## src/rtl/tpu_pkg.sv

```systemverilog
// Shared TPU types: address widths, MMU instruction bundle
// and the MMU control FSM state encoding.
package tpu_pkg;

    localparam int BUFFER_ADDRESS_WIDTH      = 24;
    localparam int ACCUMULATOR_ADDRESS_WIDTH = 16;
    localparam int LENGTH_WIDTH              = 16;

    typedef struct packed {
        logic [BUFFER_ADDRESS_WIDTH-1:0]      buf_addr;
        logic [ACCUMULATOR_ADDRESS_WIDTH-1:0] acc_addr;
        logic [LENGTH_WIDTH-1:0]              length;
        logic                                 accumulate;
        logic                                 systolic_signed;
        logic                                 activate_weight;
    } mmu_instr_type;

    typedef enum logic [1:0] {
        IDLE        = 2'd0,
        WAIT_WEIGHT = 2'd1,
        STREAM      = 2'd2,
        DRAIN       = 2'd3
    } mmu_ctrl_state_type;

endpackage

```

## src/rtl/control_delay_line.sv

```systemverilog
// Fixed-depth shift register with synchronous active-low flush.
// Ports: clk, rst (0 = flush), din, dout (DEPTH cycles later),
// pending (MSB valid bit set in any stage except the output one).
module control_delay_line #(
    parameter int WIDTH = 1,
    parameter int DEPTH = 2
) (
    input  logic             clk,
    input  logic             rst,
    input  logic [WIDTH-1:0] din,
    output logic [WIDTH-1:0] dout,
    output logic             pending
);

    logic [WIDTH-1:0] stage [DEPTH];

    always_ff @(posedge clk) begin
        if (!rst) begin
            for (int i = 0; i < DEPTH; i++) begin
                stage[i] <= '0;
            end
        end else begin
            stage[0] <= din;
            for (int i = 1; i < DEPTH; i++) begin
                stage[i] <= stage[i-1];
            end
        end
    end

    assign dout = stage[DEPTH-1];

    // The output stage is excluded so the owner can retire
    // on the same cycle the final entry is presented.
    always_comb begin
        pending = 1'b0;
        for (int i = 0; i < DEPTH-1; i++) begin
            pending = pending | stage[i][WIDTH-1];
        end
    end

endmodule

```

## src/rtl/matrix_multiply_control.sv

```systemverilog
// Sequences the systolic MMU for one instruction at a time.
// Ports: instr handshake, weight_ready/weight_consume, buffer
// read (buf_rd_*), MMU controls (mmu_*), accumulator write
// (acc_*) delayed RESULT_LATENCY cycles per row, and busy.
module matrix_multiply_control
    import tpu_pkg::*;
#(
    parameter int MATRIX_WIDTH   = 14,
    parameter int RESULT_LATENCY = 2*MATRIX_WIDTH+2
) (
    input  logic                                 clk,
    input  logic                                 rst,
    input  logic                                 instr_valid,
    output logic                                 instr_ready,
    input  mmu_instr_type                        instr,
    input  logic                                 weight_ready,
    output logic                                 weight_consume,
    output logic [BUFFER_ADDRESS_WIDTH-1:0]      buf_rd_addr,
    output logic                                 buf_rd_en,
    output logic                                 mmu_enable,
    output logic                                 mmu_activate_weight,
    output logic                                 mmu_systolic_signed,
    output logic [ACCUMULATOR_ADDRESS_WIDTH-1:0] acc_wr_addr,
    output logic                                 acc_wr_en,
    output logic                                 acc_accumulate,
    output logic                                 busy
);

    localparam int DW = ACCUMULATOR_ADDRESS_WIDTH + 2;

    mmu_ctrl_state_type state, state_nx;
    mmu_instr_type      instr_q, cur;

    logic [LENGTH_WIDTH-1:0]              cnt, row;
    logic [ACCUMULATOR_ADDRESS_WIDTH-1:0] acc_row;
    logic accum_row, signed_row, act_row;
    logic accept, go, start, issue, last;
    logic pending, drain_done;
    logic [DW-1:0] dl_in, dl_out;

    assign instr_ready = (state == IDLE) || (state == DRAIN);
    assign accept      = instr_valid && instr_ready;
    assign drain_done  = !buf_rd_en && !pending;

    // Row 0 is registered on the accepting edge, so an instruction
    // taken in DRAIN streams with no gap after the previous one.
    always_comb begin
        cur      = accept ? instr : instr_q;
        go       = accept && (instr.length != '0);
        start    = go && (!instr.activate_weight || weight_ready);
        issue    = 1'b0;
        row      = cnt;
        state_nx = state;
        unique case (state)
            IDLE, DRAIN: begin
                if (go) begin
                    issue    = start;
                    row      = '0;
                    state_nx = start ? STREAM : WAIT_WEIGHT;
                end else if (state == DRAIN && drain_done) begin
                    state_nx = IDLE;
                end
            end
            WAIT_WEIGHT: begin
                if (weight_ready) begin
                    issue    = 1'b1;
                    row      = '0;
                    state_nx = STREAM;
                end
            end
            STREAM: begin
                issue = 1'b1;
            end
            default: begin
                state_nx = IDLE;
            end
        endcase
        last = (row == cur.length - 16'd1);
        if (issue && last) begin
            state_nx = DRAIN;
        end
    end

    always_ff @(posedge clk) begin
        if (!rst) begin
            state               <= IDLE;
            instr_q             <= '0;
            cnt                 <= '0;
            buf_rd_en           <= 1'b0;
            buf_rd_addr         <= '0;
            acc_row             <= '0;
            accum_row           <= 1'b0;
            signed_row          <= 1'b0;
            act_row             <= 1'b0;
            mmu_activate_weight <= 1'b0;
            mmu_systolic_signed <= 1'b0;
        end else begin
            state     <= state_nx;
            buf_rd_en <= issue;
            mmu_activate_weight <= buf_rd_en && act_row;
            mmu_systolic_signed <= buf_rd_en && signed_row;
            if (accept) begin
                instr_q <= instr;
            end
            if (issue) begin
                cnt         <= row + 16'd1;
                buf_rd_addr <= cur.buf_addr
                             + BUFFER_ADDRESS_WIDTH'(row);
                acc_row     <= cur.acc_addr + row;
                accum_row   <= cur.accumulate;
                signed_row  <= cur.systolic_signed;
                act_row     <= cur.activate_weight && (row == '0);
            end
        end
    end

    assign weight_consume = mmu_activate_weight;

    assign dl_in = {buf_rd_en,
                    buf_rd_en ? acc_row : '0,
                    buf_rd_en && accum_row};

    control_delay_line #(
        .WIDTH (DW),
        .DEPTH (RESULT_LATENCY)
    ) u_result_dl (
        .clk     (clk),
        .rst     (rst),
        .din     (dl_in),
        .dout    (dl_out),
        .pending (pending)
    );

    assign acc_wr_en      = dl_out[DW-1];
    assign acc_wr_addr    = dl_out[DW-2:1];
    assign acc_accumulate = dl_out[0];

    assign busy       = (state != IDLE) || buf_rd_en
                      || pending || acc_wr_en;
    assign mmu_enable = busy;

endmodule

```

## config.mk

```make
export PLATFORM = sky130hd
export DESIGN_NAME = matrix_multiply_control
export DESIGN_NICKNAME = d
export VERILOG_FILES = /design/src/rtl/tpu_pkg.sv /design/src/rtl/control_delay_line.sv /design/src/rtl/matrix_multiply_control.sv
export SDC_FILE = /design/constraint.sdc
export NUM_CORES = 1
export LEC_CHECK = 0
export CORE_MARGIN = 2
export CORE_UTILIZATION = 40
export CTS_BUF_LIST = sky130_fd_sc_hd__clkbuf_16
export CTS_CLUSTER_DIAMETER = 50
export DETAILED_ROUTE_END_ITERATION = 10
export PLACE_DENSITY = 0.64
export SYNTH_ARGS = -nofsm -noshare
export SYNTH_HDL_FRONTEND = slang
export SYNTH_SLANG_ARGS = --single-unit
```

## constraint.sdc

```tcl
create_clock -name clk -period 6.76 [get_ports clk]
set_input_delay 1.352 -clock clk [delete_from_list [all_inputs] [get_ports clk]]
set_output_delay 1.352 -clock clk [all_outputs]
set_load 0.05 [all_outputs]
```

==> run_results.csv <==
group,metric,value,unit
run_status,status,"finished, final reports clean",
synthesis,synth_seq_cells,663,
synthesis,synthDistinctLibCells,74,
synthesis,yosysWarnings,0,
worst_setup_path,crit_path_max_incr_delay,740,ps
worst_setup_path,path_delay_family,"compound AO/OA/AOI/OAI gates",
clock_network,cts_setup_buffers,0,
clock_network,clkTransAtPathRegs,60,ps
power,power.leakage,0.0108,uW
flow_run,maxCapViolations,0,
grt,grt_first_pass_wirelength,66000,um
synthesis,synth_edf_count,0,
floorplan,die_w,239,um
worst_setup_path,crit_path_end,"acc_row[15]",
detailed_routing,drt-wirelength-per-cell,13.8,um
final_layout,num_antenna_cells,0,
grt,grtUsageTotal,14.4,%
timing,setup_tns,0,ps
synthesis,synthFlopType,"dfxtp_1",
detailed_routing,drc,0,
detailed_routing,wirelength,40600,um
floorplan,core-area,54800,sq um
timing,fmaxAchievable,189,MHz
power,power_density,316,nW/um^2
worst_setup_path,path_class,"in -> reg",
min_path,hold_path_class,"reg -> reg",
synthesis,avgSynthCellArea,10.4,sq um
final_layout,register_area,13300,sq um
floorplan,dieArea,57000,sq um
worst_setup_path,r2r-end,"acc_row[15]",
timing,worstMarginPinSlew,1080,ps
worst_setup_path,r2r_slack,1920,ps
worst_setup_path,crit_arrival,5760,ps
place,place.gp.congestion,0.879,
worst_setup_path,crit_path_max_fanout,6,
clock_network,insertion_delay,610,ps
detailed_routing,vias,13900,
clock_network,cts_resized,0,
clock_network,cts_tree,"built",
synthesis,synthCells,2116,
timing,setup_viol,0,
power,vdd_ir_drop_max,190,uV
worst_setup_path,critPathLaunch,"instr[7]",
floorplan,rows,86,
grt,grt_max_degree,175,
grt,grt-ovfl-total,0,
timing,hold_viol_final,0,
place,placed_cell_area,23600,sq um
timing,skew,23.4,ps
timing,rsz0062_at_grt,"no",
final_layout,nets,2290,
worst_setup_path,cp-end-kind,"flip-flop",
timing,fin_crit_sh,78.4,%
clock_network,htree_levels,3,
grt,antenna_found_initial,0,
worst_setup_path,crit_cells,14,
detailed_routing,ant_nets,0,
floorplan,num_io_pins,112,
grt,grt_pass1_vias,13400,
worst_setup_path,crit_required,7230,ps
final_layout,multiInputGateArea,8140,sq um
detailed_routing,dr.first_iter.drc_count,629,
clock_network,hold_buffers,0,
floorplan,die_y,239,um
worst_setup_path,path_cells,"clkdlybuf4s50_1 -> nor4_2 -> nand2_1 -> o31ai_4 -> and2_1 -> ha_1 -> a211oi_1 -> o21ai_0 -> a2111oi_0 -> nor2_1 -> a31o_2 -> a21oi_1 -> mux2i_1 -> a31oi_1",
detailed_routing,viasPerCell,4.73,
final_layout,fillerInstances,5032,
place,io_buffers,111,
clock_network,cts_root_buf,"clkbuf_16",
timing,drv_slew,0,
worst_setup_path,rr_worst_depth,16,
detailed_routing,drt_first_pass_iters,5,
clock_network,clockBufferDepth,3,
final_layout,fin_area,25900,sq um
final_layout,syn2layout_area_growth,17.3,%
timing,slew_headroom,27.8,%
worst_setup_path,regToRegStartpoint,"state[0]",
final_layout,drive_gt1_share,6.33,%
worst_setup_path,slowest_stage,"a2111oi_0",
floorplan,start_util,40.3,%
synthesis,synth_seq_area_share,60.2,%
timing,min_period,5300,ps
place,dpl.hpwl,26700,um
worst_setup_path,cp.buffers_inverters,1,
worst_setup_path,startpoint_type,"input port",
clock_network,cts.sinks,663,
synthesis,async_flop_share,0,%
synthesis,syn-num-nets,2219,
synthesis,syn-cell-area,22100,sq um
clock_network,numCtsBuffers,70,
[power by group]
part / switching, uW / internal [uW]
Sequential: 27.8 / 3960
Combinational: 332 / 184
Clock: 1550 / 2110
[layer usage]
layer | GRT usage [%] | part of all wire [%] | vias to the layer above
met3 | 3.88 | 5.6 | 94
met5 | 0 | 0 | -
met4 | 6.61 | 3.7 | 0
li1 | - | - | 7027
met1 | 17.9 | 46 | 6505
met2 | 23.2 | 45 | 320
[per-stage QoR]
stage               setup WS (ps)  instances  utilization [%]  power (uW)  hold slack (ps)
global route                 1160       2947             47.2        8510              430
CTS                          1480       2947             47.2        8290              415
detailed placement            821       2819             43.1        4590              417
finish                       1460       2947             47.2        8170              412
floorplan                    1610       2116                -        4410              412
global placement              894       2819             43.1        4580              413
[cells by family after synthesis]
kind of cell,Yosys count,synth area share (%)
AND/OR/NAND/NOR,968,24.3
flip-flops,663,60.2
AO/OA/AOI/OAI,206,6.08
buffers and inverters,151,3.01
XOR/XNOR,46,2.01
multiplexers,42,2.03
adder cells (fa/ha/maj),40,2.34
[area by class of cell]
type / instances / share of cell area (%)
sequential: 663 / 51.3
multi-input combinational: 1302 / 31.5
clock buffer: 70 / 6.77
timing repair buffer: 125 / 4.72
tap: 704 / 3.40
clock inverter: 58 / 1.96
inverter: 25 / 0.363
[cell usage in the layout, fill, tap and decap left out, types with 7 or more instances in the layout]
cell type / netlist / layout
dfxtp_1: 663 / 663
and2_1: 538 / 538
nand2_1: 174 / 174
clkdlybuf4s50_1: 0 / 110
nor2_1: 90 / 90
a21oi_1: 90 / 90
clkbuf_16: 0 / 70
inv_1: 24 / 41
ha_1: 38 / 38
nand3_1: 35 / 35
mux2i_1: 31 / 31
and3_1: 30 / 30
nor3_1: 29 / 29
xnor2_1: 24 / 24
o21ai_0: 23 / 23
nor4_1: 22 / 22
xor2_1: 19 / 19
buf_4: 19 / 14
a21o_1: 13 / 13
clkinv_1: 1 / 12
or3_1: 11 / 11
a31oi_1: 10 / 10
clkinv_2: 0 / 10
mux2_2: 9 / 9
a211oi_1: 9 / 9
nand4_1: 8 / 8
nor2b_1: 8 / 7
o21a_1: 7 / 7
[flip-flops by register name, indices dropped and copies added, names as in the netlist, 2 cells and up]
name               cells
acc_row               16
instr_q               59
buf_rd_addr           24
u_result_dl.stage    540
cnt                   16
state                  2
[worst register-to-register path, delay by kind of cell, from the launching register on]
kind | cells | cell delay, ps
compound gates | 7 | 2060
buf+inv | 2 | 300
mux | 1 | 200
fa+ha+maj | 2 | 900
simple gates | 4 | 850
flops | 1 | 410
[cell usage after synthesis, types with 10 or more instances]
master    instances  area [sq um]
nand2_1         174           653
a21oi_1          90           450
dfxtp_1         663         13300
and3_1           30           188
buf_4            19           143
clkbuf_1         95           357
and2_1          538          3370
xnor2_1          24           210
xor2_1           19           166
or3_1            11          68.8
nor3_1           29           145
o21ai_0          23           115
mux2i_1          31           310
a31oi_1          10          62.6
nor4_1           22           138
inv_1            24          90.1
ha_1             38           475
nor2_1           90           338
a21o_1           13          97.6
nand3_1          35           175
[how the worst min path moves through the flow]
stage	from	slack, ps	end	cells past startpoint
finish	u_result_dl.stage[3][69]	410	u_result_dl.stage[4][15]	1
global route	u_result_dl.stage[3][36]	430	u_result_dl.stage[3][54]	1
CTS	u_result_dl.stage[3][69]	410	u_result_dl.stage[4][15]	1
detailed placement	u_result_dl.stage[1][49]	420	u_result_dl.stage[1][67]	1
global placement	u_result_dl.stage[0][16]	410	u_result_dl.stage[0][34]	1
floorplan	u_result_dl.stage[0][0]	410	u_result_dl.stage[0][18]	1
No activity file was read; power rests on OpenSTA's default activity.
